**src/rtl/lcd_pkg.sv**
```systemverilog
// Shared constants, FSM states and opcode decode for the HD44780-style bus receiver.
package lcd_pkg;

    localparam int         NCELLS     = 32;
    localparam logic [7:0] BLANK      = 8'h20;
    localparam logic [6:0] LINE1_BASE = 7'h40;

    // Instruction class is selected by the highest set bit of the opcode.
    localparam logic [7:0] OPM_CLEAR = 8'h01;
    localparam logic [7:0] OPM_HOME  = 8'h02;
    localparam logic [7:0] OPM_ENTRY = 8'h04;
    localparam logic [7:0] OPM_DISP  = 8'h08;
    localparam logic [7:0] OPM_SHIFT = 8'h10;
    localparam logic [7:0] OPM_FUNC  = 8'h20;
    localparam logic [7:0] OPM_CGRAM = 8'h40;
    localparam logic [7:0] OPM_DDRAM = 8'h80;

    localparam int ENTRY_ID_BIT = 1;
    localparam int DISP_D_BIT   = 2;
    localparam int SHIFT_SC_BIT = 3;
    localparam int SHIFT_RL_BIT = 2;

    typedef enum logic [1:0] {
        ST_RESET_CLR,
        ST_IDLE,
        ST_CLEAR,
        ST_BUSY
    } state_e;

    typedef enum logic [3:0] {
        OP_NOP,
        OP_CLEAR,
        OP_HOME,
        OP_ENTRY,
        OP_DISP,
        OP_SHIFT,
        OP_FUNC,
        OP_CGRAM,
        OP_DDRAM
    } op_e;

    function automatic op_e decode_op(input logic [7:0] c);
        if      ((c & OPM_DDRAM) != 8'h00) return OP_DDRAM;
        else if ((c & OPM_CGRAM) != 8'h00) return OP_CGRAM;
        else if ((c & OPM_FUNC)  != 8'h00) return OP_FUNC;
        else if ((c & OPM_SHIFT) != 8'h00) return OP_SHIFT;
        else if ((c & OPM_DISP)  != 8'h00) return OP_DISP;
        else if ((c & OPM_ENTRY) != 8'h00) return OP_ENTRY;
        else if ((c & OPM_HOME)  != 8'h00) return OP_HOME;
        else if ((c & OPM_CLEAR) != 8'h00) return OP_CLEAR;
        return OP_NOP;
    endfunction

    // DDRAM address {line, col[3:0]} -> linear cell index line*16+col.
    function automatic logic [4:0] ddram_cell(input logic [6:0] a);
        return {|(a & LINE1_BASE), a[3:0]};
    endfunction

endpackage

```
**src/rtl/lcd_strobe_sync.sv**
```systemverilog
// Two-flop synchronizer for the LCD bus plus falling-edge detect of E with
// registered capture of RS/RW/DATA from the same synchronized stage.
module lcd_strobe_sync (
    input  logic       clk,
    input  logic       rst,
    input  logic       lcd_e,
    input  logic       lcd_rs,
    input  logic       lcd_rw,
    input  logic [7:0] lcd_data,
    output logic       stb,
    output logic       stb_rs,
    output logic       stb_rw,
    output logic [7:0] stb_data
);

    logic [10:0] s1_q, s2_q;
    logic        e_prev_q;
    logic        stb_q, rs_q, rw_q;
    logic [7:0]  data_q;
    logic        fall;

    // All bus lines share one synchronizer so a strobe sees a coherent bus word.
    assign fall = e_prev_q & ~s2_q[10];

    always_ff @(posedge clk) begin
        if (!rst) begin
            s1_q     <= '0;
            s2_q     <= '0;
            e_prev_q <= 1'b0;
            stb_q    <= 1'b0;
            rs_q     <= 1'b0;
            rw_q     <= 1'b0;
            data_q   <= '0;
        end else begin
            s1_q     <= {lcd_e, lcd_rs, lcd_rw, lcd_data};
            s2_q     <= s1_q;
            e_prev_q <= s2_q[10];
            stb_q    <= fall;
            if (fall) begin
                rs_q   <= s2_q[9];
                rw_q   <= s2_q[8];
                data_q <= s2_q[7:0];
            end
        end
    end

    assign stb      = stb_q;
    assign stb_rs   = rs_q;
    assign stb_rw   = rw_q;
    assign stb_data = data_q;

endmodule

```
**src/rtl/lcd_bus_receiver.sv**
```systemverilog
// Display-side model of an HD44780-style 8-bit write bus: decodes strobes into
// instructions and character writes and keeps a readable 2x16 DDRAM image.
module lcd_bus_receiver
    import lcd_pkg::*;
#(
    parameter int CMD_BUSY  = 4,
    parameter int CLR_EXTRA = 8
) (
    input  logic       clk,
    input  logic       rst,
    input  logic       lcd_e,
    input  logic       lcd_rs,
    input  logic       lcd_rw,
    input  logic [7:0] lcd_data,
    input  logic [4:0] rd_addr,
    output logic [7:0] rd_char,
    output logic [4:0] cursor,
    output logic       busy,
    output logic       wr_pulse,
    output logic [4:0] wr_addr,
    output logic [7:0] wr_char,
    output logic       cmd_pulse,
    output logic [7:0] cmd_code,
    output logic       display_on,
    output logic       err
);

    localparam int CNT_W = 8;

    logic       stb, stb_rs, stb_rw;
    logic [7:0] stb_data;

    lcd_strobe_sync u_sync (
        .clk      (clk),
        .rst      (rst),
        .lcd_e    (lcd_e),
        .lcd_rs   (lcd_rs),
        .lcd_rw   (lcd_rw),
        .lcd_data (lcd_data),
        .stb      (stb),
        .stb_rs   (stb_rs),
        .stb_rw   (stb_rw),
        .stb_data (stb_data)
    );

    state_e           state_q;
    logic [4:0]       fill_q;
    logic [CNT_W-1:0] cnt_q;
    logic [4:0]       cursor_q;
    logic             inc_q, tgt_dd_q;
    logic             busy_q, wr_pulse_q, cmd_pulse_q, disp_q, err_q;
    logic [4:0]       wr_addr_q;
    logic [7:0]       wr_char_q, cmd_code_q, rd_char_q;
    logic [7:0]       ddram_q [0:NCELLS-1];

    // The fill writes are internal and deliberately do not raise wr_pulse;
    // wr_pulse reports bus data writes only.
    always_ff @(posedge clk) begin
        if (!rst) begin
            state_q     <= ST_RESET_CLR;
            fill_q      <= '0;
            cnt_q       <= '0;
            cursor_q    <= '0;
            inc_q       <= 1'b1;
            tgt_dd_q    <= 1'b1;
            busy_q      <= 1'b1;
            wr_pulse_q  <= 1'b0;
            wr_addr_q   <= '0;
            wr_char_q   <= '0;
            cmd_pulse_q <= 1'b0;
            cmd_code_q  <= '0;
            disp_q      <= 1'b0;
            err_q       <= 1'b0;
            rd_char_q   <= '0;
        end else begin
            wr_pulse_q  <= 1'b0;
            cmd_pulse_q <= 1'b0;
            rd_char_q   <= ddram_q[rd_addr];

            case (state_q)
                ST_RESET_CLR, ST_CLEAR: begin
                    ddram_q[fill_q] <= BLANK;
                    fill_q          <= fill_q + 5'd1;
                    if (fill_q == 5'(NCELLS - 1)) begin
                        if (state_q == ST_CLEAR) begin
                            state_q <= ST_BUSY;
                            cnt_q   <= CNT_W'(CLR_EXTRA - 1);
                        end else begin
                            state_q <= ST_IDLE;
                            busy_q  <= 1'b0;
                        end
                    end
                end
                ST_BUSY: begin
                    if (cnt_q == '0) begin
                        state_q <= ST_IDLE;
                        busy_q  <= 1'b0;
                    end else begin
                        cnt_q <= cnt_q - 1'b1;
                    end
                end
                default: ;
            endcase

            // Read strobes are ignored outright; anything else while busy is a violation.
            if (stb && !stb_rw) begin
                if (state_q != ST_IDLE) begin
                    err_q <= 1'b1;
                end else begin
                    state_q <= ST_BUSY;
                    busy_q  <= 1'b1;
                    cnt_q   <= CNT_W'(CMD_BUSY - 1);
                    if (stb_rs) begin
                        if (tgt_dd_q) begin
                            ddram_q[cursor_q] <= stb_data;
                            wr_pulse_q        <= 1'b1;
                            wr_addr_q         <= cursor_q;
                            wr_char_q         <= stb_data;
                            cursor_q          <= inc_q ? cursor_q + 5'd1 : cursor_q - 5'd1;
                        end
                    end else begin
                        cmd_pulse_q <= 1'b1;
                        cmd_code_q  <= stb_data;
                        case (decode_op(stb_data))
                            OP_CLEAR: begin
                                state_q  <= ST_CLEAR;
                                fill_q   <= '0;
                                cursor_q <= '0;
                                inc_q    <= 1'b1;
                            end
                            OP_HOME:  cursor_q <= '0;
                            OP_ENTRY: inc_q    <= stb_data[ENTRY_ID_BIT];
                            OP_DISP:  disp_q   <= stb_data[DISP_D_BIT];
                            OP_SHIFT: begin
                                if (!stb_data[SHIFT_SC_BIT])
                                    cursor_q <= stb_data[SHIFT_RL_BIT] ? cursor_q + 5'd1
                                                                       : cursor_q - 5'd1;
                            end
                            OP_CGRAM: tgt_dd_q <= 1'b0;
                            OP_DDRAM: begin
                                tgt_dd_q <= 1'b1;
                                cursor_q <= ddram_cell(stb_data[6:0]);
                                if (|stb_data[5:4]) err_q <= 1'b1;
                            end
                            default: ;
                        endcase
                    end
                end
            end
        end
    end

    assign rd_char    = rd_char_q;
    assign cursor     = cursor_q;
    assign busy       = busy_q;
    assign wr_pulse   = wr_pulse_q;
    assign wr_addr    = wr_addr_q;
    assign wr_char    = wr_char_q;
    assign cmd_pulse  = cmd_pulse_q;
    assign cmd_code   = cmd_code_q;
    assign display_on = disp_q;
    assign err        = err_q;

endmodule

```
**config.mk**
```make
export PLATFORM = sky130hd
export DESIGN_NAME = lcd_bus_receiver
export DESIGN_NICKNAME = d
export VERILOG_FILES = /design/src/rtl/lcd_pkg.sv /design/src/rtl/lcd_strobe_sync.sv /design/src/rtl/lcd_bus_receiver.sv
export SDC_FILE = /design/constraint.sdc
export NUM_CORES = 1
export LEC_CHECK = 0
export BUFFER_PORTS_ARGS = -buffer_cell sky130_fd_sc_hd__buf_4
export CAP_MARGIN = 20
export CORE_ASPECT_RATIO = 1.5
export CORE_MARGIN = 3
export CORE_UTILIZATION = 35
export DETAILED_ROUTE_END_ITERATION = 12
export PLACE_DENSITY_LB_ADDON = 0.15
export SLEW_MARGIN = 25
export SYNTH_ARGS = -nofsm -noshare
export SYNTH_HDL_FRONTEND = slang
export SYNTH_SLANG_ARGS = --single-unit
```
**constraint.sdc**
```tcl
create_clock -name clk -period 2.77 [get_ports clk]
set_input_delay 0.277 -clock clk [delete_from_list [all_inputs] [get_ports clk]]
set_output_delay 0.277 -clock clk [all_outputs]
set_load 0.02 [all_outputs]
```
==> qor.txt <==
EDFF count, synth -> 256
Syn Area/Cell -> 16.08 um^2
Setup TNS -> 0 ns
Filler Cell Count -> 3,482
Clock-pin slew on the worst setup and hold paths -> 0.06 ns
Largest net degree at the start of global routing -> 42
Placer Congestion -> 0.7701
Die width -> 167.8 um
Slowest stage delay, CP -> 0.80 ns
Post-Syn Area -> 13,750 um^2
Hold Path Depth -> 2
Nets -> 992
TritonCTS clock tree -> done
Number of inserted diodes -> 0
Register Area -> 9489 um^2
Tcrit/Tclk final -> 89.65%
Initial antenna violation count -> 0
CP Max Fanout -> 8
Reg-to-reg endpoint -> ddram_q[28][4]
Commonest non-fill, non-tap cells in the layout -> edfxtp_1 (256), buf_4 (115), dfxtp_1 (90), nand2_1 (69), nor2_1 (64)
Hold_sp -> rd_addr[4]
Routed wire per std cell -> 21.69 um
Number of global-route vias before repair -> 7,931
Hpwl dp -> 21.21 mm
Top_reg_cell synth -> edfxtp_1
Startpoint type of the worst setup path -> register
Worst Setup SP -> u_sync.stb_rw
Unrepaired setup endpoints after global routing -> no
Port Buf Inserts -> 56
Multi-input logic area -> 3890 um^2
Post-route ant nets -> 0
Slew margin rel. -> 31.39%
Final core utilization -> 41.79%
CTS root buf -> clkbuf_16
Worst Path Class, Setup -> register to register
1st-iter DRT viols -> 437
Setup violations, final -> 0
WP data arrival -> 2.76 ns
Clk_lat worst skew -> 0.53 ns
Delay-heaviest family, CP -> simple AND/OR/NAND/NOR gates
Power Density -> 637.6 nW/um^2
Clk buf depth -> 3
Yosys cell types -> 61
Sequential-to-total area share from yosys stat -> 69.03%
Reg2Reg Setup Slack -> 0.29 ns
Slowest cell on crit path -> o21ai_1
Worst Hold End -> rd_char[7]
Lkg Pwr -> 5.410 nW
DR vias -> 7,519
Row cnt -> 88
R2r startpoint -> u_sync.stb_rw
Crit path time final -> 2.483 ns
Core area -> 38,650 um^2
Post-DR vias/cell -> 5.046
Syn_nets -> 879
Area of the die -> 41,740 um^2
Worst Hold Class -> input port to register
Top-level port count -> 57
Worst-path cell chain -> and4bb_4, and3_1, and3_1, o21ai_1, nor2_1, buf_4
Max-Cap Viols -> 0
Total number of yosys warnings -> 0
Final Max Slew Viols -> 0
Die height -> 248.7 um
Commonest non-fill, non-tap cell in the layout -> edfxtp_1
GRT overflow -> 0
First-pass GRT wire length -> 49.45 mm
Post-Syn Instances -> 855
Status -> complete, no violations
Final WL -> 32.31 mm
DRC Markers -> 0
VDD IR max -> 0.5746 mV
CP required -> 3.04 ns
Relative area change from synthesis to final layout -> 17.50%
Reg2reg path depth -> 6
#FFs+latches synth -> 346
Synth async-reset ratio -> 0%
Share of cells above drive strength 1 -> 24.22%
Slew @ Worst Pin -> 1.022 ns
Clock sink total -> 346
H-tree Lvls -> 2
Crit. End Element -> register
Worst Path Buf+Inv -> 1
TritonRoute pass-1 iters -> 7
Gates resized, CTS repair -> 0
Fin. Hold Viols -> 0
Layout Skew -> 0.02038 ns
Num CTS Buffers -> 35
Initial Util -> 35.57%
Worst path most repeated cell -> and3_1
Fmax -> 402.7 MHz
GRT Util Overall -> 15.55%
## metrics by stage
stage | power (mW) | cell area (um^2) | hold slack [ns] | setup WS [ns] | instances
global route | 10.69 | 16150 | 0.05359 | 0.1606 | 1490
floorplan | 5.917 | 13750 | 0.4043 | 0.4259 | 855
detailed placement | 6.048 | 14990 | 0.4179 | 0.3034 | 1415
global placement | 6.047 | 14990 | 0.4155 | 0.3489 | 1415
finish | 10.30 | 16150 | 0.06704 | 0.2867 | 1490
CTS | 10.44 | 16150 | 0.04501 | 0.2918 | 1490
## routing by layer
| metal | part of all wire, % | GRT usage, % |
|---|---|---|
| met4 | 2.7 | 4.912 |
| met5 | 0 | 0 |
| met1 | 41 | 18.75 |
| met3 | 3.4 | 2.619 |
| met2 | 53 | 28.22 |
## layout make-up
class                           count  area share [%]
Sequential cell                   346           58.75
Tap cell                          495           3.835
Inverter                           18          0.4183
Multi-Input combinational cell    438           24.09
Timing Repair Buffer              129           6.399
Clock inverter                     20          0.7437
Clock buffer                       44           5.764
## synthesized netlist by cell type (all sizes together), types with 7 or more instances
cell type / instances / area, um^2
a21oi: 39 / 195.2
a221oi: 9 / 91.34
and2: 24 / 150.1
and3: 13 / 81.33
buf: 25 / 193.9
clkbuf: 28 / 108.9
dfxtp: 90 / 1802
edfxtp: 256 / 7687
inv: 18 / 67.56
mux2i: 28 / 280.3
mux4: 72 / 1678
nand2: 70 / 270.3
nand3: 11 / 60.06
nor2: 65 / 244.0
nor2b: 7 / 43.79
nor3: 13 / 65.06
nor3b: 9 / 67.56
o21ai: 9 / 45.04
o221ai: 8 / 70.07
## worst max-delay path by stage
stage	slack (ns)	end	depth (start not counted)
floorplan	0.43	ddram_q[0][3]	6
global placement	0.35	ddram_q[28][1]	6
detailed placement	0.30	ddram_q[28][4]	6
CTS	0.29	ddram_q[28][4]	6
global route	0.16	ddram_q[8][3]	6
finish	0.29	ddram_q[28][4]	6
## registers in the layout (all words and copies together), names as in the netlist, 2 cells and up
name             cells
u_sync.s1_q         11
wr_char              8
fill_q               5
ddram_q            256
rd_char              8
wr_addr              5
u_sync.s2_q         11
cursor               5
cmd_code             8
cnt_q                8
u_sync.stb_data      8
state_q              2
## repair_timing
action                    in CTS  in global routing
hold buffers                  11                  0
hold endpoints to repair      11                  0
buffers inserted               0                  0
## report_power, final
part / switching (mW) / internal, mW / leakage [nW] / total (mW)
logic: 0.204 / 0.169 / 1.95 / 0.373
clock network: 1.95 / 2.41 / 0.508 / 4.36
registers: 0.0211 / 5.54 / 2.95 / 5.57
total: 2.18 / 8.12 / 5.41 / 10.3
## cells by family (layout without fill, tap and decap cells)
group	count (synthesis)	in the layout	synth area share, %
AO/OA/AOI/OAI	86	86	4.242
flip-flops	346	346	69.03
XOR/XNOR	7	7	0.4460
buffers and inverters	71	211	2.694
multiplexers	104	104	14.66
AND/OR/NAND/NOR	235	235	8.383
adder cells (fa/ha/maj)	6	6	0.5461
Note: power is estimated with default switching activity, not from simulation.
